**config.mk**
```make
export PLATFORM = sky130hd
export DESIGN_NAME = mux16_rr_scheduler_flat
export DESIGN_NICKNAME = d
export VERILOG_FILES = /design/src/rtl/mux16_rr_scheduler_if.sv /design/src/rtl/mux16_rr_scheduler.sv /design/src/flat_wrapper.sv
export SDC_FILE = /design/constraint.sdc
export NUM_CORES = 1
export LEC_CHECK = 0
export ABC_AREA = 1
export CORE_MARGIN = 5
export CORE_UTILIZATION = 55
export CTS_BUF_LIST = sky130_fd_sc_hd__clkbuf_8 sky130_fd_sc_hd__clkbuf_16
export DETAILED_ROUTE_END_ITERATION = 6
export GPL_TIMING_DRIVEN = 0
export PLACE_DENSITY = 0.8
export SYNTH_ARGS = -nofsm -noshare
export SYNTH_HDL_FRONTEND = slang
export SYNTH_SLANG_ARGS = --single-unit
```
**constraint.sdc**
```tcl
create_clock -name clk -period 5.35 [get_ports clk]
set_clock_uncertainty 0.1 [all_clocks]
set_input_delay 1.605 -clock clk [delete_from_list [all_inputs] [get_ports clk]]
set_output_delay 1.605 -clock clk [all_outputs]
set_load 0.03 [all_outputs]
```
**src/rtl/mux16_rr_scheduler_if.sv**
```systemverilog
// Request/data/grant bundle between the requesting sources and the
// round-robin scheduler that owns the 16:1 mux select.
interface mux16_rr_scheduler_if;
  logic [15:0] req;
  logic [15:0] I;
  logic [15:0] grant;
  logic [3:0]  S;
  logic        valid;
  logic        Y;
  logic        Y_vld;

  modport master (output req, I, input grant, S, valid, Y, Y_vld);
  modport slave  (input req, I, output grant, S, valid, Y, Y_vld);
endinterface

```
**src/rtl/mux16_rr_scheduler.sv**
```systemverilog
// Round-robin arbiter sharing a 16:1 single-bit mux among 16 requesters,
// with a per-owner hold limit and a registered, qualified mux output.
//
// state | meaning
// IDLE  | no grant active, waiting for any request
// GRANT | one requester owns the mux select
module mux16_rr_scheduler #(
  parameter int N        = 16,
  parameter int SELW     = 4,
  parameter int MAX_HOLD = 8
) (
  input logic                  clk,
  input logic                  rst,
  mux16_rr_scheduler_if.slave  bus
);

  localparam logic [0:0] IDLE  = 1'b0;
  localparam logic [0:0] GRANT = 1'b1;
  localparam logic [7:0] HOLD_LAST = 8'(MAX_HOLD - 1);

  logic [0:0]      state;
  logic [SELW-1:0] ptr;
  logic [7:0]      hold_cnt;
  logic [N-1:0]    grant_q;
  logic [SELW-1:0] sel_q;
  logic            valid_q;
  logic            y_q;
  logic            y_vld_q;

  logic [SELW-1:0] owner_next;
  logic [SELW-1:0] base;
  logic [SELW-1:0] winner;
  logic            others;

  // Scan downward so the smallest offset from base is the last to win.
  function automatic logic [SELW-1:0] rr_pick(input logic [N-1:0] r,
                                              input logic [SELW-1:0] b);
    logic [SELW-1:0] idx;
    rr_pick = b;
    for (int k = N - 1; k >= 0; k--) begin
      idx = b + SELW'(k);
      if (r[idx]) rr_pick = idx;
    end
  endfunction

  always_comb begin
    owner_next = sel_q + SELW'(1);
    others     = |(bus.req & ~grant_q);
    base       = (state == IDLE) ? ptr : owner_next;
    winner     = rr_pick(bus.req, base);
  end

  always_ff @(posedge clk or posedge rst) begin
    if (rst) begin
      state    <= IDLE;
      ptr      <= '0;
      hold_cnt <= '0;
      grant_q  <= '0;
      sel_q    <= '0;
      valid_q  <= 1'b0;
      y_q      <= 1'b0;
      y_vld_q  <= 1'b0;
    end else begin
      y_q     <= valid_q ? bus.I[sel_q] : 1'b0;
      y_vld_q <= valid_q;
      case (state)
        IDLE: begin
          if (|bus.req) begin
            state    <= GRANT;
            grant_q  <= N'(1) << winner;
            sel_q    <= winner;
            valid_q  <= 1'b1;
            hold_cnt <= '0;
          end
        end
        GRANT: begin
          if (!bus.req[sel_q]) begin
            ptr <= owner_next;
            if (others) begin
              grant_q  <= N'(1) << winner;
              sel_q    <= winner;
              hold_cnt <= '0;
            end else begin
              state   <= IDLE;
              grant_q <= '0;
              valid_q <= 1'b0;
            end
          end else if (hold_cnt == HOLD_LAST && others) begin
            ptr      <= owner_next;
            grant_q  <= N'(1) << winner;
            sel_q    <= winner;
            hold_cnt <= '0;
          end else if (hold_cnt != HOLD_LAST) begin
            hold_cnt <= hold_cnt + 8'd1;
          end
        end
        default: state <= IDLE;
      endcase
    end
  end

  assign bus.grant = grant_q;
  assign bus.S     = sel_q;
  assign bus.valid = valid_q;
  assign bus.Y     = y_q;
  assign bus.Y_vld = y_vld_q;

endmodule

```
**src/flat_wrapper.sv**
```systemverilog
// flat-port wrapper written by rule: the top's interface ports become plain ports
module mux16_rr_scheduler_flat 
#(
  parameter int N        = 16,
  parameter int SELW     = 4,
  parameter int MAX_HOLD = 8
)
  (clk, rst, bus_req, bus_I, bus_grant, bus_S, bus_valid, bus_Y, bus_Y_vld);
  mux16_rr_scheduler_if bus_i ();
  input logic clk;
  input logic rst;
  input wire logic [$bits(bus_i.req)-1:0] bus_req;
  input wire logic [$bits(bus_i.I)-1:0] bus_I;
  output wire logic [$bits(bus_i.grant)-1:0] bus_grant;
  output wire logic [$bits(bus_i.S)-1:0] bus_S;
  output wire logic [$bits(bus_i.valid)-1:0] bus_valid;
  output wire logic [$bits(bus_i.Y)-1:0] bus_Y;
  output wire logic [$bits(bus_i.Y_vld)-1:0] bus_Y_vld;
  assign bus_i.req = bus_req;
  assign bus_i.I = bus_I;
  assign bus_grant = bus_i.grant;
  assign bus_S = bus_i.S;
  assign bus_valid = bus_i.valid;
  assign bus_Y = bus_i.Y;
  assign bus_Y_vld = bus_i.Y_vld;
  mux16_rr_scheduler #(.N(N), .SELW(SELW), .MAX_HOLD(MAX_HOLD)) u_core (.clk(clk), .rst(rst), .bus(bus_i));
endmodule
```
## Yosys cells after proc, flatten, opt, wreduce, memory -nomap -nowiden

Cells that the tools add are included.
Widths: inputs -> output; s select.

- Register bits: 36
- Bits in latches: 0
- Bits in writable memories: 0
- ROM bits: 0
- Output and inout bits: 23
- Logic and storage cells: 143
- Memories kept: 0

- Add/subtract/negate cells: 17
- Multipliers: 0
- Div/mod/pow operators: 0
- Order comparisons: 17
- Equal/unequal tests: 9
- Shift-type cells: 1
- Mux-type cells: 80
- Bitwise operators: 3
- Reductions and logical operators: 8

Operators by type and width:

| kind | number |
|---|---|
| $mux 4 | 23 |
| $lt 4x5->1 const B | 17 |
| $bmux 1 s4 | 18 |
| $mux 16 | 4 |
| $mux 8 | 5 |
| $add 4x4->4 const B | 8 |
| $pmux 16 s2 | 1 |
| $reduce_or 16->1 | 2 |
| $mux 1 | 25 |
| $add 4x3->4 const B | 4 |
| $and 16x16->16 | 1 |
| $not 16->16 | 1 |
| $pmux 8 s2 | 1 |
| $shl 1x4->16 const A | 1 |
| $reduce_and 3->1 | 3 |
| $add 4x1->4 const B | 2 |
| $add 4x2->4 const B | 2 |
| $add 8x1->8 const B | 1 |
| $eq 8x3->1 const B | 1 |
| $ne 2x2->1 const B | 4 |
| $ne 8x3->1 const B | 1 |
| $pmux 4 s2 | 1 |
| $ne 3x3->1 const B | 2 |
| $ne 4x4->1 const B | 1 |
| other kinds (4) | 6 |

## Depth between registers and ports, before layout

- Depth after elaboration: 25
- Depth in mapped cells: 35
- Gate-level depth less buffers: 34

## Worst setup path after synthesis

Ideal clock, no wire load.

- Path type: register to register
- Start: register u_core.sel_q[0] (netlist: u_core.bus.S[0])
- End: register u_core.grant_q[1] (netlist: u_core.bus.grant[1])
- Setup time: 0.066 ns
- Data arrival time: 3.626 ns
- Path slack: 1.559 ns
- Stages on the path, launching flop included: 35
- Buffers on the path: 2
- Period minus slack after synthesis: 3.791 ns
- Path through: dfrtp_1 -> ha_1 -> inv_1 -> nand2_1 -> o21ai_2 -> buf_6 -> ha_1 -> inv_1 -> clkbuf_1 -> nand3_1 -> nand2_1 -> nand2_1 -> nand2_1 -> nand2_1 -> nand2_2 -> inv_1 -> nand2_1 -> nand2_1 -> nand2_1 -> nand2_1 -> nand2_1 -> nand2_1 -> nand2_1 -> nand2_1 -> nand2_1 -> nand2_1 -> nand2_1 -> nand2_1 -> nand2_1 -> nand2_1 -> nand2_2 -> nand2_4 -> a21oi_2 -> nand4_1 -> nand2_1

- Word-level cells in the longest chain between the ends: 25
- Elaborated cells between the ends (all ways): 75

Ends and longest elaborated chain:

| item | line | text |
|---|---|---|
| start: declaration | mux16_rr_scheduler.sv:25 | `logic [SELW-1:0] sel_q;` |
| start signal: assignment | mux16_rr_scheduler.sv:71 | `sel_q <= winner;` |
| start signal: assignment | mux16_rr_scheduler.sv:81 | `sel_q <= winner;` |
| start signal: assignment | mux16_rr_scheduler.sv:91 | `sel_q <= winner;` |
| $add 4x1->4 * | mux16_rr_scheduler.sv:47 | `owner_next = sel_q + SELW'(1);` |
| via u_core.owner_next[1] | mux16_rr_scheduler.sv:30 | `logic [SELW-1:0] owner_next;` |
| $mux 4 * | mux16_rr_scheduler.sv:49 | `base = (state == IDLE) ? ptr : owner_next;` |
| $add 4x4->4 | mux16_rr_scheduler.sv:41 | `idx = b + SELW'(k);` |
| $bmux 1 s4 | mux16_rr_scheduler.sv:42 | `if (r[idx]) rr_pick = idx;` |
| $mux 1 (not written as such) | mux16_rr_scheduler.sv:42 |  |
| $mux 4 (15 in series) | mux16_rr_scheduler.sv:42 |  |
| $mux 4 * | mux16_rr_scheduler.sv:42 |  |
| $shl 1x4->16 * | mux16_rr_scheduler.sv:70, mux16_rr_scheduler.sv:80, mux16_rr_scheduler.sv:90 |  |
| $mux 16 (on tied branches) | mux16_rr_scheduler.sv:79, mux16_rr_scheduler.sv:88 |  |
| $mux 16 | mux16_rr_scheduler.sv:77 | `if (!bus.req[sel_q]) begin` |
| $pmux 16 s2 * | mux16_rr_scheduler.sv:66 | `case (state)` |
| end signal: assignment | mux16_rr_scheduler.sv:70 | `grant_q <= N'(1) << winner;` |
| end signal: assignment | mux16_rr_scheduler.sv:80 | `grant_q <= N'(1) << winner;` |
| end signal: assignment | mux16_rr_scheduler.sv:90 | `grant_q <= N'(1) << winner;` |
| end: declaration | mux16_rr_scheduler.sv:24 | `logic [N-1:0] grant_q;` |

Mark *: on every way through the listed nets, which the timed path passes. The rest lies on a longest branch. The select of a mux whose other input is x is not followed.
A chain may end at the register's enable or synchronous reset.

## Worst setup path in the final report

- Start: register u_core.sel_q[0] (netlist: u_core.bus.S[0])
- End: register u_core.grant_q[10] (netlist: u_core.bus.grant[10])

The elaborated chain is that of the path after synthesis.

==> out/metrics.cfg <==
[status]
status=complete, no violations

[grt]
grt_pass1_wl_um=23000
antenna_found_initial=0
grt_max_degree=37
track_usage=0.320
grt_pass1_vias=4737
grt_overflow_total=0

[timing]
worst_pin_slew_ps=783
setup_viol=0
rsz0062_at_grt=false
max_freq_ghz=0.212
fin_ws_ps=638
finalCriticalPeriod_ps=4710
slew_headroom=0.477
drv_slew=0
fin_tns_setup_ps=0
finalHoldViolCount=0
post-route-period-util=0.881

[worst_setup_path]
cp.required_ps=5490
crit_top_cell=nand2_1
critPathKind=reg -> reg
worstPathMaxFanout=12
reg2reg_from=u_core.bus.S[0]$_DFFE_PP0P_
max_stage_delay_ps=530
crit_slowest_cell=clkbuf_1
cp.arrival_ps=4850
crit_path_end_kind=register
worst_setup_path_start_kind=register
startpoint=u_core.bus.S[0]$_DFFE_PP0P_

[logic_synthesis]
synthTopCellsByArea=nand2_1 (22%), dfrtp_1 (22%), nand3_1 (13%), inv_1 (7.1%), o21ai_0 (4.4%)
synth_edf_count=0
ys.flop_type=dfrtp_1
syn_inst=695
synth_warnings=0
yosysUniqueCellTypes=40
yosysSeqAreaShare=0.220
synth.top_cell.area_share=0.223
synth-async-reset-ratio=1.00
synth_area_per_cell_um2=5.89
synth_fp_nets=737
ys_seq_elements=36
synth_top_cell_by_area=nand2_1
syn_area_um2=4100

[routing]
drtIter0Drc=525
via_per_inst=5.80
final_antenna_net_count=0
routedWlPerCell_um=16.3
first_pass_iters=5
drc=0
totalWireLength_um=13900
vias=4971

[placement]
place_ws_ps=656
dp_hpwl_um=11000
numPortBuffers=56
place_congestion=0.970

[layout]
n_fill_cell=707
final_cell_mix=nand2_1 (243), nand3_1 (107), inv_1 (76)
seq_area_um2=901
areaGrowthSynthToFinish_pct=19.1
final_common_cell=nand2_1
multi_input_area_um2=2740
nets=800
drive_above_1_share=0.0897
antenna_cells=0

[clocking]
clk_pin_slew_ps=80
clockBufferDepth=2
clkSinkCount=36
cts-resized-gates=0
cts-root-buf=clkbuf_8
numCtsBuffers=5
postCtsSetupBuffers=0
cts_tree=done
hold_buffers=0
insertion_delay_ps=300
cts_htree_levels=2

[floorplanning]
boundaryPins=57
die_x_um=96.3
start_util=0.565
rows=31
die_h_um=96.3
dieArea_um2=9270
core_area_um2=7250

[run]
maxCapViolations=0

[min_path]
min_from=u_core.bus.valid$_DFFE_PP0P_
worst_hold_path_type=reg -> reg

per-stage QoR:
stage / area (um2) / hold slack [ps] / utilization / cells
2_1_floorplan: 4100 / 367 / - / 695
5_1_grt: 4880 / 316 / 0.672 / 857
4_1_cts: 4880 / 307 / 0.672 / 857
6_report: 4880 / 303 / 0.672 / 857
3_5_place_dp: 4780 / 296 / 0.659 / 850
3_3_place_gp: 4780 / 293 / 0.659 / 850
cells by family after synthesis:
group                      synth area share
DFF                                   0.220
AOI/OAI and AO/OA                     0.151
and+or+nand+nor                       0.484
adders and majority gates            0.0244
xor gates and xnor gates            0.00856
buffers and inverters                 0.112
critical path: cells and delay by family (launching register included):
kind / cells / cell delay [ps]
AO/OA/AOI/OAI: 1 / 160
adder cells (fa/ha/maj): 2 / 640
buffers and inverters: 5 / 1150
flip-flops: 1 / 470
AND/OR/NAND/NOR: 26 / 2140
flip-flops by register name, indices dropped and copies added, names as in the netlist:
| name | cells |
|---|---|
| u_core.bus.Y | 1 |
| u_core.bus.S | 4 |
| u_core.hold_cnt | 8 |
| u_core.bus.valid | 1 |
| u_core.ptr | 4 |
| u_core.state | 1 |
| u_core.bus.Y_vld | 1 |
| u_core.bus.grant | 16 |
layout make-up:
class	instances	share of cell area
Sequential cell	36	0.185
Inverter	88	0.0677
Buffer	18	0.0264
Multi-Input combinational cell	553	0.561
Clock buffer	7	0.0198
Tap cell	99	0.0254
Timing Repair Buffer	56	0.115
layer usage:
metal / global-route usage / up-vias / wire, um
met1: 0.412 / 2273 / 5880
li1: - / 2412 / -
met4: 0.140 / 0 / 501
met2: 0.518 / 237 / 6510
met5: 0 / - / 0
met3: 0.0665 / 49 / 1050
path summary, 6_finish.rpt:
check                                                    to  cells past startpoint  slack [ps]
setup / recovery           u_core.bus.grant[10]$_DFFE_PP0P_                     34         640
hold / removal                   u_core.bus.Y_vld$_DFF_PP0_                      0         300
setup reg to reg           u_core.bus.grant[10]$_DFFE_PP0P_                     34         640
hold reg to reg                  u_core.bus.Y_vld$_DFF_PP0_                      0         300
max in group asynchronous            u_core.bus.Y$_DFF_PP0_                      2        2970
min in group asynchronous    u_core.hold_cnt[7]$_DFFE_PP0P_                      2        1670
cells in the mapped netlist (all sizes together), types with 4 or more instances:
cell type / n
a31oi: 5
ha: 8
nand3: 113
dfrtp: 36
inv: 87
a21oi: 35
buf: 13
nor2: 32
nand4: 16
o21ai: 49
clkbuf: 5
nand2: 263
o221ai: 4
o22ai: 8
Power is not shown: default switching activity piles up to over one toggle a cycle in this logic, so the estimate is an artifact.
